**src/rtl/mem_arb_pkg.sv**
```systemverilog
// Shared types and reset constants for the unified memory-port arbiter.
// The arbiter FSM, the owner encoding and the round-robin picker all use them.
package mem_arb_pkg;

    typedef enum logic [1:0] {
        IDLE = 2'd0,
        REQ  = 2'd1,
        RESP = 2'd2
    } arb_state_t;

    typedef enum logic {
        OWN_I = 1'b0,
        OWN_D = 1'b1
    } owner_t;

    localparam arb_state_t RST_STATE      = IDLE;
    localparam owner_t     RST_LAST_OWNER = OWN_I;
    localparam owner_t     RST_OWNER      = OWN_I;

    // The side that did not win the previous grant gets priority on a tie.
    function automatic owner_t other_owner(input owner_t o);
        return (o == OWN_I) ? OWN_D : OWN_I;
    endfunction

endpackage

```
**src/rtl/mem_port_arbiter_rr_arb2.sv**
```systemverilog
// Combinational two-way round-robin pick between the fetch side and the
// load/store side. A tie goes to whichever side was not granted last.
module rr_arb2
    import mem_arb_pkg::*;
(
    input  logic   i_req_i,
    input  logic   i_req_d,
    input  owner_t i_last_owner,
    output logic   o_valid,
    output owner_t o_owner
);

    always_comb begin
        o_valid = i_req_i | i_req_d;
        o_owner = OWN_I;
        if (i_req_i && i_req_d) begin
            o_owner = other_owner(i_last_owner);
        end else if (i_req_d) begin
            o_owner = OWN_D;
        end
    end

endmodule

```
**src/rtl/mem_port_arbiter.sv**
```systemverilog
// Shares one memory port between the instruction-fetch and load/store
// requesters, one transaction in flight, round-robin on simultaneous requests.
module mem_port_arbiter
    import mem_arb_pkg::*;
#(
    parameter int ADDR_W = 32,
    parameter int DATA_W = 32
) (
    input  logic                clk,
    input  logic                n_rst,

    input  logic                i_req,
    input  logic [ADDR_W-1:0]   i_addr,
    output logic                i_gnt,
    output logic                i_rvalid,
    output logic [DATA_W-1:0]   i_rdata,

    input  logic                d_req,
    input  logic                d_we,
    input  logic [ADDR_W-1:0]   d_addr,
    input  logic [DATA_W-1:0]   d_wdata,
    input  logic [DATA_W/8-1:0] d_be,
    output logic                d_gnt,
    output logic                d_rvalid,
    output logic [DATA_W-1:0]   d_rdata,

    output logic                m_req,
    output logic                m_we,
    output logic [ADDR_W-1:0]   m_addr,
    output logic [DATA_W-1:0]   m_wdata,
    output logic [DATA_W/8-1:0] m_be,
    input  logic                m_gnt,
    input  logic                m_rvalid,
    input  logic [DATA_W-1:0]   m_rdata,

    output logic                busy,
    output logic                proto_err,
    output arb_state_t          dbg_state
);

    localparam int BE_W = DATA_W / 8;

    arb_state_t          r_state;
    arb_state_t          w_state_nxt;
    owner_t              r_owner;
    owner_t              r_last_owner;
    logic                r_m_we;
    logic [ADDR_W-1:0]   r_m_addr;
    logic [DATA_W-1:0]   r_m_wdata;
    logic [BE_W-1:0]     r_m_be;
    logic                r_proto_err;

    logic                w_pick_valid;
    owner_t              w_pick_owner;
    logic                w_capture;
    logic                w_gnt_fire;
    logic                w_rsp_fire;
    logic                w_proto_hit;

    logic                w_cap_we;
    logic [ADDR_W-1:0]   w_cap_addr;
    logic [DATA_W-1:0]   w_cap_wdata;
    logic [BE_W-1:0]     w_cap_be;

    rr_arb2 u_rr_arb2 (
        .i_req_i      (i_req),
        .i_req_d      (d_req),
        .i_last_owner (r_last_owner),
        .o_valid      (w_pick_valid),
        .o_owner      (w_pick_owner)
    );

    // Fetches never write, so their store fields are forced to a clean read.
    always_comb begin
        if (w_pick_owner == OWN_D) begin
            w_cap_we    = d_we;
            w_cap_addr  = d_addr;
            w_cap_wdata = d_wdata;
            w_cap_be    = d_be;
        end else begin
            w_cap_we    = 1'b0;
            w_cap_addr  = i_addr;
            w_cap_wdata = '0;
            w_cap_be    = '1;
        end
    end

    // An m_rvalid coincident with m_gnt is dropped here; only the grant counts.
    always_comb begin
        w_state_nxt = r_state;
        w_capture   = 1'b0;
        w_gnt_fire  = 1'b0;
        w_rsp_fire  = 1'b0;
        case (r_state)
            IDLE: begin
                if (w_pick_valid) begin
                    w_capture   = 1'b1;
                    w_state_nxt = REQ;
                end
            end
            REQ: begin
                if (m_gnt) begin
                    w_gnt_fire  = 1'b1;
                    w_state_nxt = RESP;
                end
            end
            RESP: begin
                if (m_rvalid) begin
                    w_rsp_fire  = 1'b1;
                    w_state_nxt = IDLE;
                end
            end
            default: begin
                w_state_nxt = IDLE;
            end
        endcase
    end

    assign w_proto_hit = (m_rvalid && (r_state != RESP)) ||
                         (m_gnt    && (r_state != REQ));

    always_ff @(posedge clk or negedge n_rst) begin
        if (!n_rst) begin
            r_state      <= RST_STATE;
            r_owner      <= RST_OWNER;
            r_last_owner <= RST_LAST_OWNER;
            r_proto_err  <= 1'b0;
        end else begin
            r_state <= w_state_nxt;
            if (w_capture) begin
                r_owner <= w_pick_owner;
            end
            if (w_gnt_fire) begin
                r_last_owner <= r_owner;
            end
            if (w_proto_hit) begin
                r_proto_err <= 1'b1;
            end
        end
    end

    // Request fields are loaded once per transaction and held until the next.
    always_ff @(posedge clk or negedge n_rst) begin
        if (!n_rst) begin
            r_m_we    <= 1'b0;
            r_m_addr  <= '0;
            r_m_wdata <= '0;
            r_m_be    <= '0;
        end else if (w_capture) begin
            r_m_we    <= w_cap_we;
            r_m_addr  <= w_cap_addr;
            r_m_wdata <= w_cap_wdata;
            r_m_be    <= w_cap_be;
        end
    end

    assign m_req     = (r_state == REQ);
    assign m_we      = r_m_we;
    assign m_addr    = r_m_addr;
    assign m_wdata   = r_m_wdata;
    assign m_be      = r_m_be;

    assign i_gnt     = w_gnt_fire && (r_owner == OWN_I);
    assign d_gnt     = w_gnt_fire && (r_owner == OWN_D);
    assign i_rvalid  = w_rsp_fire && (r_owner == OWN_I);
    assign d_rvalid  = w_rsp_fire && (r_owner == OWN_D);
    assign i_rdata   = m_rdata;
    assign d_rdata   = m_rdata;

    assign busy      = (r_state != IDLE);
    assign proto_err = r_proto_err;
    assign dbg_state = r_state;

endmodule
```
**config.mk**
```make
export PLATFORM = sky130hd
export DESIGN_NAME = mem_port_arbiter
export DESIGN_NICKNAME = d
export VERILOG_FILES = /design/src/rtl/mem_arb_pkg.sv /design/src/rtl/mem_port_arbiter_rr_arb2.sv /design/src/rtl/mem_port_arbiter.sv
export SDC_FILE = /design/constraint.sdc
export NUM_CORES = 1
export LEC_CHECK = 0
export CORE_ASPECT_RATIO = 1.4
export CORE_MARGIN = 2
export CORE_UTILIZATION = 31
export DETAILED_ROUTE_END_ITERATION = 8
export HOLD_SLACK_MARGIN = 0.02
export PLACE_DENSITY = 0.78
export SYNTH_ARGS = -nofsm -noshare
export SYNTH_HDL_FRONTEND = slang
export SYNTH_SLANG_ARGS = --single-unit
```
**constraint.sdc**
```tcl
create_clock -name clk -period 1.5 [get_ports clk]
set_input_delay 0.3 -clock clk [delete_from_list [all_inputs] [get_ports clk]]
set_output_delay 0.3 -clock clk [all_outputs]
set_load 0.05 [all_outputs]
```
==> out/qor.csv, run 1 <==
stage;metric;value;unit
outcome;status;finished, violations left;
outcome;failing checks;setup timing;
timing;Clock Skews;5.44;ps
cells_and_area;n_diodes;0;
cells_and_area;Layout area overhead;81.9;%
clock_network;H-tree depth;3;
critical_path;Startpoint Class;flip-flop;
cells_and_area;highest-count cells in the layout ignoring fill and taps;clkdlybuf4s50_1, buf_12, dfrtp_1;
clock_network;clock slew at reported path FFs;60;ps
power_and_ir_drop;maximum vdd drop;0.00153;V
timing;Slew headroom;0.738;
critical_path;Critical Path AT;1410;ps
cells_and_area;final net count;564;
global_routing;largest net degree at the start of global routing;75;
yosys;sequential element share of the synthesized area;0.508;
power_and_ir_drop;post-layout power;17.3;mW
yosys;Ys Warns;0;
route;Antenna Nets Post-Route;0;
critical_path;Critical Path End Type;primary output;
critical_path;CP Class;flip-flop to primary output;
timing;Max Transition Viols Final;0;
timing;unrepaired setup endpoints after global routing;yes;
power_and_ir_drop;power density cells;2620;mW/mm2
power_and_ir_drop;Leak Pwr;2.87;nW
critical_path;critical-path maximum fanout;3;
place;Cells after DPL;539;
global_routing;initial antenna violation count;0;
route;Vias;2693;
die;FP Rows;46;
global_routing;first-pass GRT wire length;16400;um
timing;setup violators final;41;
yosys;synth top area cells;dfrtp_1, mux2_2, buf_4;
die;Die H;132;um
place;hpwl dp;7930;um
clock_network;clock latency on the worst-skew pair;320;ps
global_routing;GRT Total Usage;0.175;
global_routing;grt total ovfl;0;
route;DRC Markers;0;
yosys;Yosys cell types;23;
yosys;number of synthesized flops with an enable pin;0;
die;die area;0.0126;mm2
route;vias per cell;4.70;
place;# port buffers;184;
clock_network;Max Buffers Root-to-Sink;2;
yosys;syn nets;415;
cells_and_area;post-route cell area;0.00662;mm2
timing;worst slew pin tran;394;ps
die;starting density of the core;0.320;
clock_network;total CTS buffers;9;
die;core area;0.0114;mm2
clock_network;Root Buffer;clkbuf_16;
cells_and_area;ratio of cells with drive above 1 in the final layout;0.476;
clock_network;Num Clock Sinks;74;
cells_and_area;most common cell after layout, fill and taps aside;clkdlybuf4s50_1;
timing;Tcrit/Tclk final;1.14;
critical_path;required time of the worst setup path;1200;ps
route;wire per inst;19.3;um
yosys;Synth area leader;dfrtp_1;
worst_hold_path;Hold WC Path Type;input port to async pin;
flow_run;max_cap viols;0;
clock_network;TritonCTS clock tree;built;
yosys;FF+latch count, synth;74;
die;Ports;281;
route;router iterations before antenna repair;4;
yosys;ys flop type;dfrtp_1;
yosys;ys async rst share;1.00;
yosys;post-synthesis instance total;276;
timing;Final Hold Fails;0;
timing;min Tclk post-route;1710;ps
timing;Final WS setup;-210;ps
global_routing;vias in the first global route;3081;
route;number of DRC markers in iteration 0;50;
yosys;Syn Area/Cell;13.2;um2
place;Placer Congestion;0.751;
yosys;Synth top area share;0.508;
route;WL final;11000;um
place;DP Worst Slack;-437;ps
cells_and_area;fin cells;573;
die;Die Wd;95.6;um
yosys;Mapped Area;0.00364;mm2
place;Placed Area;0.00603;mm2
timing;f_max;585;MHz
path summary, 6_finish.rpt:
check / start / to / slack [ps] / depth (start not counted)
setup reg to reg: dbg_state[0] / m_addr[13] / -110 / 4
setup / recovery: dbg_state[1] / d_gnt / -210 / 5
hold / removal: n_rst / m_wdata[30] / 520 / 3
min in group clk: proto_err / proto_err / 550 / 1
max in group asynchronous: n_rst / dbg_state[0] / 650 / 3
hold reg to reg: proto_err / proto_err / 550 / 1
cells by family after synthesis:
logic type             after synthesis  synth area share
buffers and inverters               80             0.168
DFF                                 74             0.508
muxes                               64             0.198
AOI/OAI and AO/OA                   44             0.102
and+or+nand+nor                     14            0.0240
sequential cells by signal, summed over array words and instances, names as in the netlist:
register / count
m_be: 4
m_addr: 32
r_owner: 1
m_wdata: 32
m_we: 1
r_last_owner: 1
proto_err: 1
dbg_state: 2
what timing repair did:
action                                  in CTS  in global routing
endpoints found under the setup margin      75                 76
pin swaps                                    3                  4
endpoints found under the hold margin       74                  0
gates cloned                                 5                  0
gates resized for setup                     15                  2
buffers inserted                             9                  5
hold buffers                                 1                  0
final cells by class:
class / count / area, um2
clock buffer: 13 / 280
clock inverter: 2 / 10.0
fill: 891 / 4770
inverter: 1 / 7.51
multi-input combinational: 122 / 1240
sequential: 74 / 1850
tap: 144 / 180
timing repair buffer: 217 / 3060
cell usage after synthesis (2+ instances only):
master,count
or2_1,2
a21o_1,2
dfrtp_1,74
buf_2,5
nand2b_1,2
buf_6,7
buf_4,67
o22a_1,4
mux2_2,64
a22o_1,33
nor2_1,3
o21ai_0,2
through the flow:
stage	hold WS [ps]	util	TNS, ps
finish	518	0.581	-4200
global route	560	0.581	-7470
CTS	534	0.579	-5150
detailed placement	348	0.529	-24670
global placement	344	0.529	-22520
floorplan	4.41	-	-15620
worst max-delay path, stage by stage (launching register included):
cell        delay (ps)
dfrtp_2            400
buf_6              110
nand2b_4           140
clkinvlp_4          90
and3_4             200
buf_12             130
layer usage:
layer,global-route usage,up-vias,share of wire
met5,0,-,0
met4,0.0937,0,0.042
met3,0.0789,47,0.14
met2,0.308,154,0.52
met1,0.162,1285,0.30
li1,-,1207,-
where the power goes:
group / switching [mW] / leakage, nW / total [mW] / internal (mW)
Clock: 0.750 / 0.147 / 2.03 / 1.28
Combinational: 5.33 / 1.83 / 11.2 / 5.88
Sequential: 1.09 / 0.897 / 4.09 / 3.00
Total: 7.17 / 2.87 / 17.3 / 10.2
Power figures use the tool's default switching activity.
==> run 2, diff against run 1 <==
--- a/config.mk
+++ b/config.mk
@@ -8,3 +8,3 @@
 export CORE_ASPECT_RATIO = 1.4
-export CORE_MARGIN = 2
+export CORE_MARGIN = 5
 export CORE_UTILIZATION = 31
@@ -13,2 +13,3 @@
 export PLACE_DENSITY = 0.78
+export SLEW_MARGIN = 20
 export SYNTH_ARGS = -nofsm -noshare
==> constraint.sdc (replaced) <==
create_clock -name clk -period 1.5 [get_ports clk]
set_input_delay 0.375 -clock clk [delete_from_list [all_inputs] [get_ports clk]]
set_output_delay 0.375 -clock clk [all_outputs]
set_load 0.05 [all_outputs]
==> run 2 against run 1 <==
Against the previous run: the run still ends with setup timing left; design area down 0.77%; clock power about the same; die area up 11%; sequential share of layout area up 0.22 points; first-iteration DRC count down 12%; global-route usage down 1.7 points; power up 0.18%; maximum frequency down 4.3%; clock skew up 4.0 ps; via count down 0.30%; critical endpoint unchanged; highest routed layer unchanged.
==> out/qor.csv, run 2 (synthesis gave the netlist of run 1 again) <==
stage;metric;value;unit;change
outcome;status;finished, violations left;;
outcome;failing checks;setup timing;;
power_and_ir_drop;Net Sw Power;7.34;mW;+2.4%
power_and_ir_drop;Logic pwr share;0.646;;about the same
power_and_ir_drop;maximum vdd drop;0.00154;V;+0.35%
die;FP Rows;46;;unchanged
critical_path;critical-path maximum fanout;3;;unchanged
global_routing;initial antenna violation count;0;;unchanged
global_routing;met3 usage;0.0564;;-0.0225
clock_network;total CTS buffers;9;;unchanged
route;DRC Markers;0;;unchanged
power_and_ir_drop;P_int;10.0;mW;-1.4%
clock_network;Num Clock Sinks;74;;unchanged
critical_path;Critical Path AT;1410;ps;about the same
cells_and_area;final core occ;0.574;;-0.00740
cells_and_area;final net count;562;;-0.35%
timing;f_max;559;MHz;-4.3%
global_routing;vias in the first global route;3082;;+0.032%
route;vias per cell;4.69;;-0.12%
critical_path;Critical R2R Launch;dbg_state[0];;
cells_and_area;n_diodes;0;;unchanged
worst_hold_path;Hold WC Path Type;input port to async pin;;
timing;unrepaired setup endpoints after global routing;yes;;
critical_path;crit-path max cell delay;400;ps;about the same
route;wire per inst;19.6;um;+1.7%
cells_and_area;filler cell count in the final layout;895;;+0.45%
route;Antenna Nets Post-Route;0;;unchanged
power_and_ir_drop;sequential power share;0.237;;about the same
timing;Final Hold Fails;0;;unchanged
flow_run;max_cap viols;0;;unchanged
critical_path;Critical Path Start;dbg_state[1];;
timing;Tcrit/Tclk final;1.19;;+0.0515
global_routing;GRT Max-Usage Layer;met2;;
timing;min Tclk post-route;1790;ps;+77.2 ps
timing;Clock Skews;9.47;ps;+4.03 ps
timing;Final WS setup;-287;ps;-77.2 ps
place;Placer Congestion;0.779;;+3.7%
power_and_ir_drop;power share of the clock group;0.117;;about the same
critical_path;CP Depth;5;;unchanged
global_routing;GRT Total Usage;0.158;;-0.0169
route;Vias;2685;;-0.30%
cells_and_area;highest-count cells in the layout ignoring fill and taps;clkdlybuf4s50_1, buf_12, dfrtp_1;;
critical_path;critical-path cell list;buf_6 -> nand2b_4 -> clkinvlp_4 -> and3_4 -> buf_12;;
place;# port buffers;184;;unchanged
cells_and_area;most common cell after layout, fill and taps aside;clkdlybuf4s50_1;;
clock_network;clock latency on the worst-skew pair;330;ps;about the same
critical_path;RR Endpoint;m_addr[15];;
critical_path;Critical Path End;d_gnt;;
cells_and_area;ratio of cells with drive above 1 in the final layout;0.467;;-0.00823
timing;worst slew pin tran;394;ps;-0.139 ps
critical_path;Startpoint Class;flip-flop;;
critical_path;Critical Path End Type;primary output;;
critical_path;CP Buf/Inv Count;3;;unchanged
clock_network;H-tree depth;3;;unchanged
route;router iterations before antenna repair;4;;unchanged
place;DP Worst Slack;-504;ps;-67.3 ps
timing;Setup TNS;-6020;ps;-1820 ps
die;core area;0.0115;mm2;+0.51%
power_and_ir_drop;post-layout power;17.4;mW;+0.18%
global_routing;met1 Use GR;0.144;;-0.0180
power_and_ir_drop;Leak Pwr;2.84;nW;-1.3%
clock_network;clock slew at reported path FFs;60;ps;about the same
die;Die Wd;102;um;+6.3%
route;WL final;11200;um;+1.5%
route;number of DRC markers in iteration 0;44;;-12%
place;Placed Area;0.00607;mm2;+0.64%
die;starting density of the core;0.318;;-0.00161
power_and_ir_drop;switching share of power;0.423;;+0.00925
timing;setup violators final;68;;+66%
cells_and_area;Layout area overhead;80.5;%;
critical_path;Worst R2R Path Depth;5;;+1
clock_network;Root Buffer;clkbuf_16;;
die;Die H;138;um;+4.5%
global_routing;GRT met2 Usage;0.290;;-0.0185
place;hpwl dp;8180;um;+3.1%
cells_and_area;register area;0.00185;mm2;unchanged
global_routing;grt total ovfl;0;;unchanged
critical_path;required time of the worst setup path;1120;ps;-80 ps
clock_network;Max Buffers Root-to-Sink;2;;unchanged
critical_path;CP Class;flip-flop to primary output;;
global_routing;first-pass GRT wire length;16900;um;+3.1%
power_and_ir_drop;power density cells;2640;mW/mm2;+0.97%
critical_path;worst reg-to-reg setup slack;-150;ps;-40 ps
cells_and_area;area taken by multi-input logic gates;0.00124;mm2;+0.61%
critical_path;Worst path top cell family by delay;flip-flops;;
timing;Max Transition Viols Final;0;;unchanged
clock_network;TritonCTS clock tree;built;;
global_routing;largest net degree at the start of global routing;36;;-52%
die;die area;0.0140;mm2;+11%
cells_and_area;post-route cell area;0.00657;mm2;-0.77%
die;Ports;281;;unchanged
timing;Slew headroom;0.738;;about the same
critical_path;Crit-path slowest cell;dfrtp_2;;
## run 2: worst register-to-register path: stages, from the launching register on
cell and delay (ps):
dfrtp_2 440, or2_1 280, nor2_4 160, buf_4 140
buf_12 150, mux2_2 360
## run 2: routing by layer
layer | wire length [um] | vias to the layer above | share of wire
met5 | 0 | - | 0
met2 | 6130 | 122 | 0.55
met3 | 1090 | 61 | 0.097
met4 | 595 | 0 | 0.053
li1 | - | 1212 | -
met1 | 3400 | 1290 | 0.30
## run 2: area by class of cell
type / instances / share of cell area
inverter: 1 / 0.00114
timing repair buffer: 215 / 0.457
multi-input combinational: 122 / 0.189
clock buffer: 12 / 0.0390
tap: 144 / 0.0274
sequential: 74 / 0.282
clock inverter: 4 / 0.00419
## run 2: per-stage QoR
stage	instances	hold WS, ps
after floorplan	276	79.4
after global placement	542	324
after detailed placement	542	331
after CTS	569	515
after global routing	572	561
final	572	516
## run 2: worst min path at each step
| stage | from | end | depth (start not counted) | slack (ps) |
|---|---|---|---|---|
| finish | n_rst | m_wdata[16] | 2 | 520 |
| global route | n_rst | m_wdata[27] | 2 | 560 |
| CTS | r_last_owner | r_last_owner | 1 | 510 |
| detailed placement | n_rst | m_wdata[14] | 1 | 330 |
| global placement | n_rst | m_wdata[16] | 1 | 320 |
| floorplan | n_rst | dbg_state[0] | 0 | 80 |
## run 2: timing repair
| action | in CTS | in global routing |
|---|---|---|
| buffers inserted | 7 | 2 |
| gates resized for setup | 13 | 5 |
| hold buffers | 1 | 0 |
| cloned | 3 | 2 |
| endpoints found under the setup margin | 75 | 77 |
| endpoints found under the hold margin | 27 | 0 |
| pin swaps | 5 | 2 |
## run 2: power by group through the flow
stage	Sequential [mW]	Clock (mW)	Combinational, mW
after floorplan	6.92	0	2.73
after global placement	4.08	0	10.7
after detailed placement	4.15	0	10.8
after CTS	4.14	2.09	11.2
after global routing	4.25	2.18	11.6
final	4.12	2.02	11.2
==> RTL change 1 (settings of run 1) <==
Make the reset (`n_rst`) synchronous in 2 clocked blocks.
--- a/src/rtl/mem_port_arbiter.sv
+++ b/src/rtl/mem_port_arbiter.sv
@@ -119,7 +119,7 @@
     assign w_proto_hit = (m_rvalid && (r_state != RESP)) ||
                          (m_gnt    && (r_state != REQ));
 
-    always_ff @(posedge clk or negedge n_rst) begin
+    always_ff @(posedge clk) begin
         if (!n_rst) begin
             r_state      <= RST_STATE;
             r_owner      <= RST_OWNER;
@@ -140,7 +140,7 @@
     end
 
     // Request fields are loaded once per transaction and held until the next.
-    always_ff @(posedge clk or negedge n_rst) begin
+    always_ff @(posedge clk) begin
         if (!n_rst) begin
             r_m_we    <= 1'b0;
             r_m_addr  <= '0;
Formal check against the unedited RTL: differs if n_rst is asserted again (counterexample within 4 cycles, from zero or initial values and one cycle with n_rst low); with n_rst held inactive, the same outputs for 10 cycles.
==> RTL change 1 against run 1 <==
The run still ends with negative setup slack left; wire length increased by 14%; design area decreased by 1.5%; die area decreased by 0.83%; synthesized area decreased by 0.86%; sequential cell count unchanged; register-to-register slack improved by 180 ps; setup slack improved by 140 ps; maximum frequency increased by 9.0%; critical endpoint unchanged; largest cell class unchanged.
Power is not compared: it rests on default switching activity, and its combinational part moved more than twofold at a synthesized area within 25%.
==> RTL change 1: results (changes against run 1) <==
INFO  metric instances_no_fill = 716 (+25%)
INFO  metric synth_ff_type = sky130_fd_sc_hd__dfxtp_1
INFO  metric cp_max_fo = 5 (+2)
INFO  metric synthTopCellsByArea = sky130_fd_sc_hd__dfxtp_1, sky130_fd_sc_hd__buf_4, sky130_fd_sc_hd__a21oi_1
INFO  metric nets = 705 (+25%)
INFO  metric route.detailed.vias_per_inst = 5.17 (+10%)
INFO  metric combined_global_route_utilization_of_all_metal_layers = 0.194 (+0.0198)
INFO  metric critPathSlowestCell = sky130_fd_sc_hd__dfxtp_4
INFO  metric run_status = finished with violations
INFO  metric synth.mux.area_fraction = 0 (-0.198)
INFO  metric final_worst_clock_skew = 8.66 ps (+3.22 ps)
INFO  metric final_layout_size_suffix_gt1_frac = 0.261 (-0.215)
INFO  metric worst_r2r_path_depth = 6 (+2)
INFO  metric setup_ws = -68.5 ps (+142 ps)
INFO  metric grt_pass1_vias = 3,749 (+22%)
INFO  metric grt_first_pass_wirelength = 18.9 mm (+16%)
INFO  metric r2r-start = dbg_state[0]
INFO  metric routed_wl = 12.6 mm (+14%)
INFO  metric synth_compound_area_frac = 0.245 (+0.143)
INFO  metric setup_tns = -232 ps (+3970 ps)
INFO  metric detailedRoute.firstIterationViolations = 130 (+160%)
INFO  metric worstReg2RegEnd = m_wdata[16]
INFO  metric finish_stage_setup_viols = 5 (-88%)
INFO  metric max_slew_margin = 0.766 (+0.0282)
INFO  metric failing_checks = negative setup slack
RTL change 1: area by class of cell:
class	count	share of cell area
Antenna cell	1	0.000383
Clock buffer	10	0.0366
Clock inverter	6	0.00633
Inverter	3	0.00230
Multi-Input combinational cell	260	0.229
Sequential cell	74	0.228
Tap cell	144	0.0276
Timing Repair Buffer	218	0.469
RTL change 1: metal layers:
layer | share of wire | track usage
met5 | 0 | 0
met4 | 0.064 | 0.130
met3 | 0.074 | 0.0671
met2 | 0.52 | 0.331
met1 | 0.34 | 0.194
RTL change 1: worst max path at each step:
stage / startpoint / end / slack (ps) / depth (start not counted)
2_1_floorplan: dbg_state[0] / d_gnt / -60 / 3
3_3_place_gp: i_req / m_addr[2] / -210 / 6
3_5_place_dp: i_req / m_addr[28] / -290 / 6
4_1_cts: dbg_state[1] / i_rvalid / -70 / 4
5_1_grt: dbg_state[1] / d_rvalid / -130 / 3
6_report: dbg_state[0] / d_gnt / -70 / 4
RTL change 1: logic make-up (layout without fill, tap and decap cells):
logic type | count (synthesis) | count (layout)
compound gates | 143 | 143
flops | 74 | 74
simple gates | 117 | 117
buf+inv | 107 | 237
other cells | 0 | 1
RTL change 1: repair_timing:
item / CTS / global route
hold buffers: 0 / 0
buffers inserted: 5 / 2
gates resized for setup: 9 / 9
endpoints found under the setup margin: 5 / 11
pin swaps: 2 / 1
cloned: 1 / 2
RTL change 1: through the flow:
stage	power, mW	setup WS, ps	hold slack (ps)
after floorplan	3.91	-55.8	432
after global placement	4.78	-210	493
after detailed placement	4.83	-294	504
after CTS	6.92	-70.5	495
after global routing	7.18	-127	533
final	6.88	-68.5	509
==> RTL change 2 (flow settings as in run 1) <==
Made on the original files. `ADDR_W`: 32 -> 28.
--- a/src/rtl/mem_port_arbiter.sv
+++ b/src/rtl/mem_port_arbiter.sv
@@ -3,7 +3,7 @@
 module mem_port_arbiter
     import mem_arb_pkg::*;
 #(
-    parameter int ADDR_W = 32,
+    parameter int ADDR_W = 28,
     parameter int DATA_W = 32
 ) (
     input  logic                clk,
Interface: changed (resized d_addr, i_addr and m_addr); port bits go from 281 to 269. No check against the original RTL was run, so the function may have changed too.
==> RTL change 2 against run 1 <==
Largest cell class unchanged; register-to-register slack lost 110 ps; power shrank 2.6%; sequential cell count shrank 4; clock skew grew 2.0 ps; wire length shrank 7.3%; design area shrank 4.5%; the flow still finishes with violations (negative setup slack); critical path type is now register to register; setup slack lost 9.6 ps; synthesized area shrank 6.0%.
==> RTL change 2: results (changes against run 1) <==
INFO  metric nets = 528 (-6.4%)
INFO  metric asyncSetResetFlopFracSynth = 1.00 (unchanged)
INFO  metric worst_path_dominant_cell_family = simple AND/OR/NAND/NOR gates
INFO  metric cts_buffer_depth = 2 (unchanged)
INFO  metric timing.critical_path.slowest_cell_delay = 400 ps (about the same)
INFO  metric most_numerous_cell_types_in_the_synthesized_netlist = sky130_fd_sc_hd__dfrtp_1, sky130_fd_sc_hd__buf_4, sky130_fd_sc_hd__mux2_2
INFO  metric detailedRoute.firstIterationViolations = 54 (+8.0%)
INFO  metric report.power.total = 16.9 mW (-2.6%)
INFO  metric final_worst_clock_skew = 7.45 ps (+2.02 ps)
INFO  metric worst_ir_drop_vdd = 1520 µV (-0.37%)
INFO  metric setup.worst_path.end_class = register
INFO  metric worstPathArrival = 1930 ps (+520 ps)
INFO  metric routedWlPerCell = 18.8 µm (-2.2%)
INFO  metric synthTopCellsByArea = sky130_fd_sc_hd__dfrtp_1, sky130_fd_sc_hd__mux2_2, sky130_fd_sc_hd__buf_4
INFO  metric grt_pass1_vias = 2,883 (-6.4%)
INFO  metric timing_hold_violations_final = 0 (unchanged)
INFO  metric combined_global_route_utilization_of_all_metal_layers = 0.174 (-0.000698)
INFO  metric place_hpwl = 7.47 mm (-5.9%)
INFO  metric finish_stage_setup_viols = 59 (+44%)
INFO  metric critPathSlowestCell = sky130_fd_sc_hd__dfrtp_2
INFO  metric synth.lib_cells_used.distinct = 23 (unchanged)
INFO  metric pre_cts_slack = -792 ps (-356 ps)
INFO  metric setup_ws = -220 ps (-9.65 ps)
INFO  metric grt_max_degree = 37 (-51%)
INFO  metric static-leakage-power = 2.82 nW (-1.9%)
INFO  metric ys_warn_count = 0 (unchanged)
INFO  metric final_layout_size_suffix_gt1_frac = 0.463 (-0.0128)
INFO  metric route.detailed.vias_per_inst = 4.67 (-0.63%)
INFO  metric slew_violations = 0 (unchanged)
INFO  metric cts-root-buf = sky130_fd_sc_hd__clkbuf_16
INFO  metric worstSkewPairLatency = 330 ps
INFO  metric failing_checks = negative setup slack
INFO  metric grt_antenna_before_repair = 0 (unchanged)
INFO  metric synth_sequential_area_ratio = 0.512 (+0.00328)
INFO  metric htreeDepth = 3 (unchanged)
INFO  metric max-cap-violations = 0 (unchanged)
INFO  metric port_buffers = 172 (-6.5%)
INFO  metric fillCellCount = 837 (-6.1%)
INFO  metric max_slew_margin = 0.684 (-0.0538)
INFO  metric hold_path.class = input port to async pin
INFO  metric clkTransAtPathRegs = 60 ps (about the same)
INFO  metric cp_max_fo = 35 (+32)
INFO  metric tritoncts.num_buffers = 9 (unchanged)
INFO  metric grt_first_pass_wirelength = 15.7 mm (-3.9%)
INFO  metric largest_reg_flops = 32
INFO  metric detail_route.first_pass.iterations = 4 (unchanged)
INFO  metric syn-num-nets = 394 (-5.1%)
INFO  metric antenna_cells = 0 (unchanged)
INFO  metric globalplace.congestion = 0.746 (-0.60%)
INFO  metric run_status = finished with violations
## RTL change 2: cell types whose count changed in the layout (fill, tap and decap cells not counted), moves of 3 or more
| cell | before | now |
|---|---|---|
| sky130_fd_sc_hd__dfrtp_1 | 72 | 68 |
| sky130_fd_sc_hd__clkbuf_8 | 4 | 1 |
| sky130_fd_sc_hd__mux2_4 | 1 | 32 |
| sky130_fd_sc_hd__clkdlybuf4s50_1 | 103 | 95 |
| sky130_fd_sc_hd__mux2_2 | 63 | 24 |
| sky130_fd_sc_hd__buf_12 | 85 | 82 |
| sky130_fd_sc_hd__buf_4 | 18 | 13 |
## RTL change 2: final timing paths
check	startpoint	end	slack, ps	cells after the start
setup / recovery	dbg_state[1]	m_wdata[29]	-220	5
hold / removal	n_rst	m_addr[4]	540	3
setup reg to reg	dbg_state[1]	m_wdata[29]	-220	5
hold reg to reg	proto_err	proto_err	540	1
max in group asynchronous	n_rst	dbg_state[0]	570	3
min in group clk	proto_err	proto_err	550	1
## RTL change 2: kinds of logic after synthesis
kind of cell    Yosys count  share of synthesized area
compound gates           44                      0.109
simple gates             14                     0.0241
flops                    70                      0.512
mux                      56                      0.184
buf+inv                  79                      0.171
## RTL change 2: final cells by class
class                           count  area [µm²]  share of cell area
Tap cell                          141         176              0.0279
Inverter                            1        7.51             0.00119
Multi-Input combinational cell    115        1270               0.200
Sequential cell                    70        1750               0.277
Clock inverter                      4        47.5             0.00751
Timing Repair Buffer              200        2830               0.447
Clock buffer                       12         246              0.0389
## RTL change 2: metal layers
layer	part of all wire	global-route usage	routed length (µm)	up-vias
met5	0	0	0	-
met4	0.043	0.102	435	0
met3	0.084	0.0486	863	44
met2	0.54	0.315	5570	134
met1	0.33	0.176	3360	1225
li1	-	-	-	1133
## RTL change 2: through the flow
stage | setup TNS [ps] | cells | hold slack [ps] | instance area [µm²]
after floorplan | -13780 | 263 | 4.41 | 3570
after global placement | -31270 | 512 | 366 | 5760
after detailed placement | -33440 | 512 | 375 | 5760
after CTS | -11870 | 540 | 553 | 6280
after global routing | -11470 | 543 | 559 | 6330
final | -8700 | 543 | 545 | 6330
## RTL change 2: power breakdown
group	switching (mW)	leakage, nW	internal [mW]
Combinational	5.13	1.82	5.72
Sequential	1.10	0.851	2.84
Clock	0.771	0.143	1.33
## RTL change 2: repair_timing
action                                  CTS  global route
pin swaps                                 4             1
resized for setup                         8            13
endpoints found under the setup margin   72            73
cloned                                    3             1
hold buffers                              1             0
setup buffers                             8             5
endpoints found under the hold margin     4             0
## RTL change 2: worst min-delay path, cell delays in order
cell	delay, ps
sky130_fd_sc_hd__dlygate4sd3_1	520
sky130_fd_sc_hd__buf_2	110
sky130_fd_sc_hd__buf_4	370
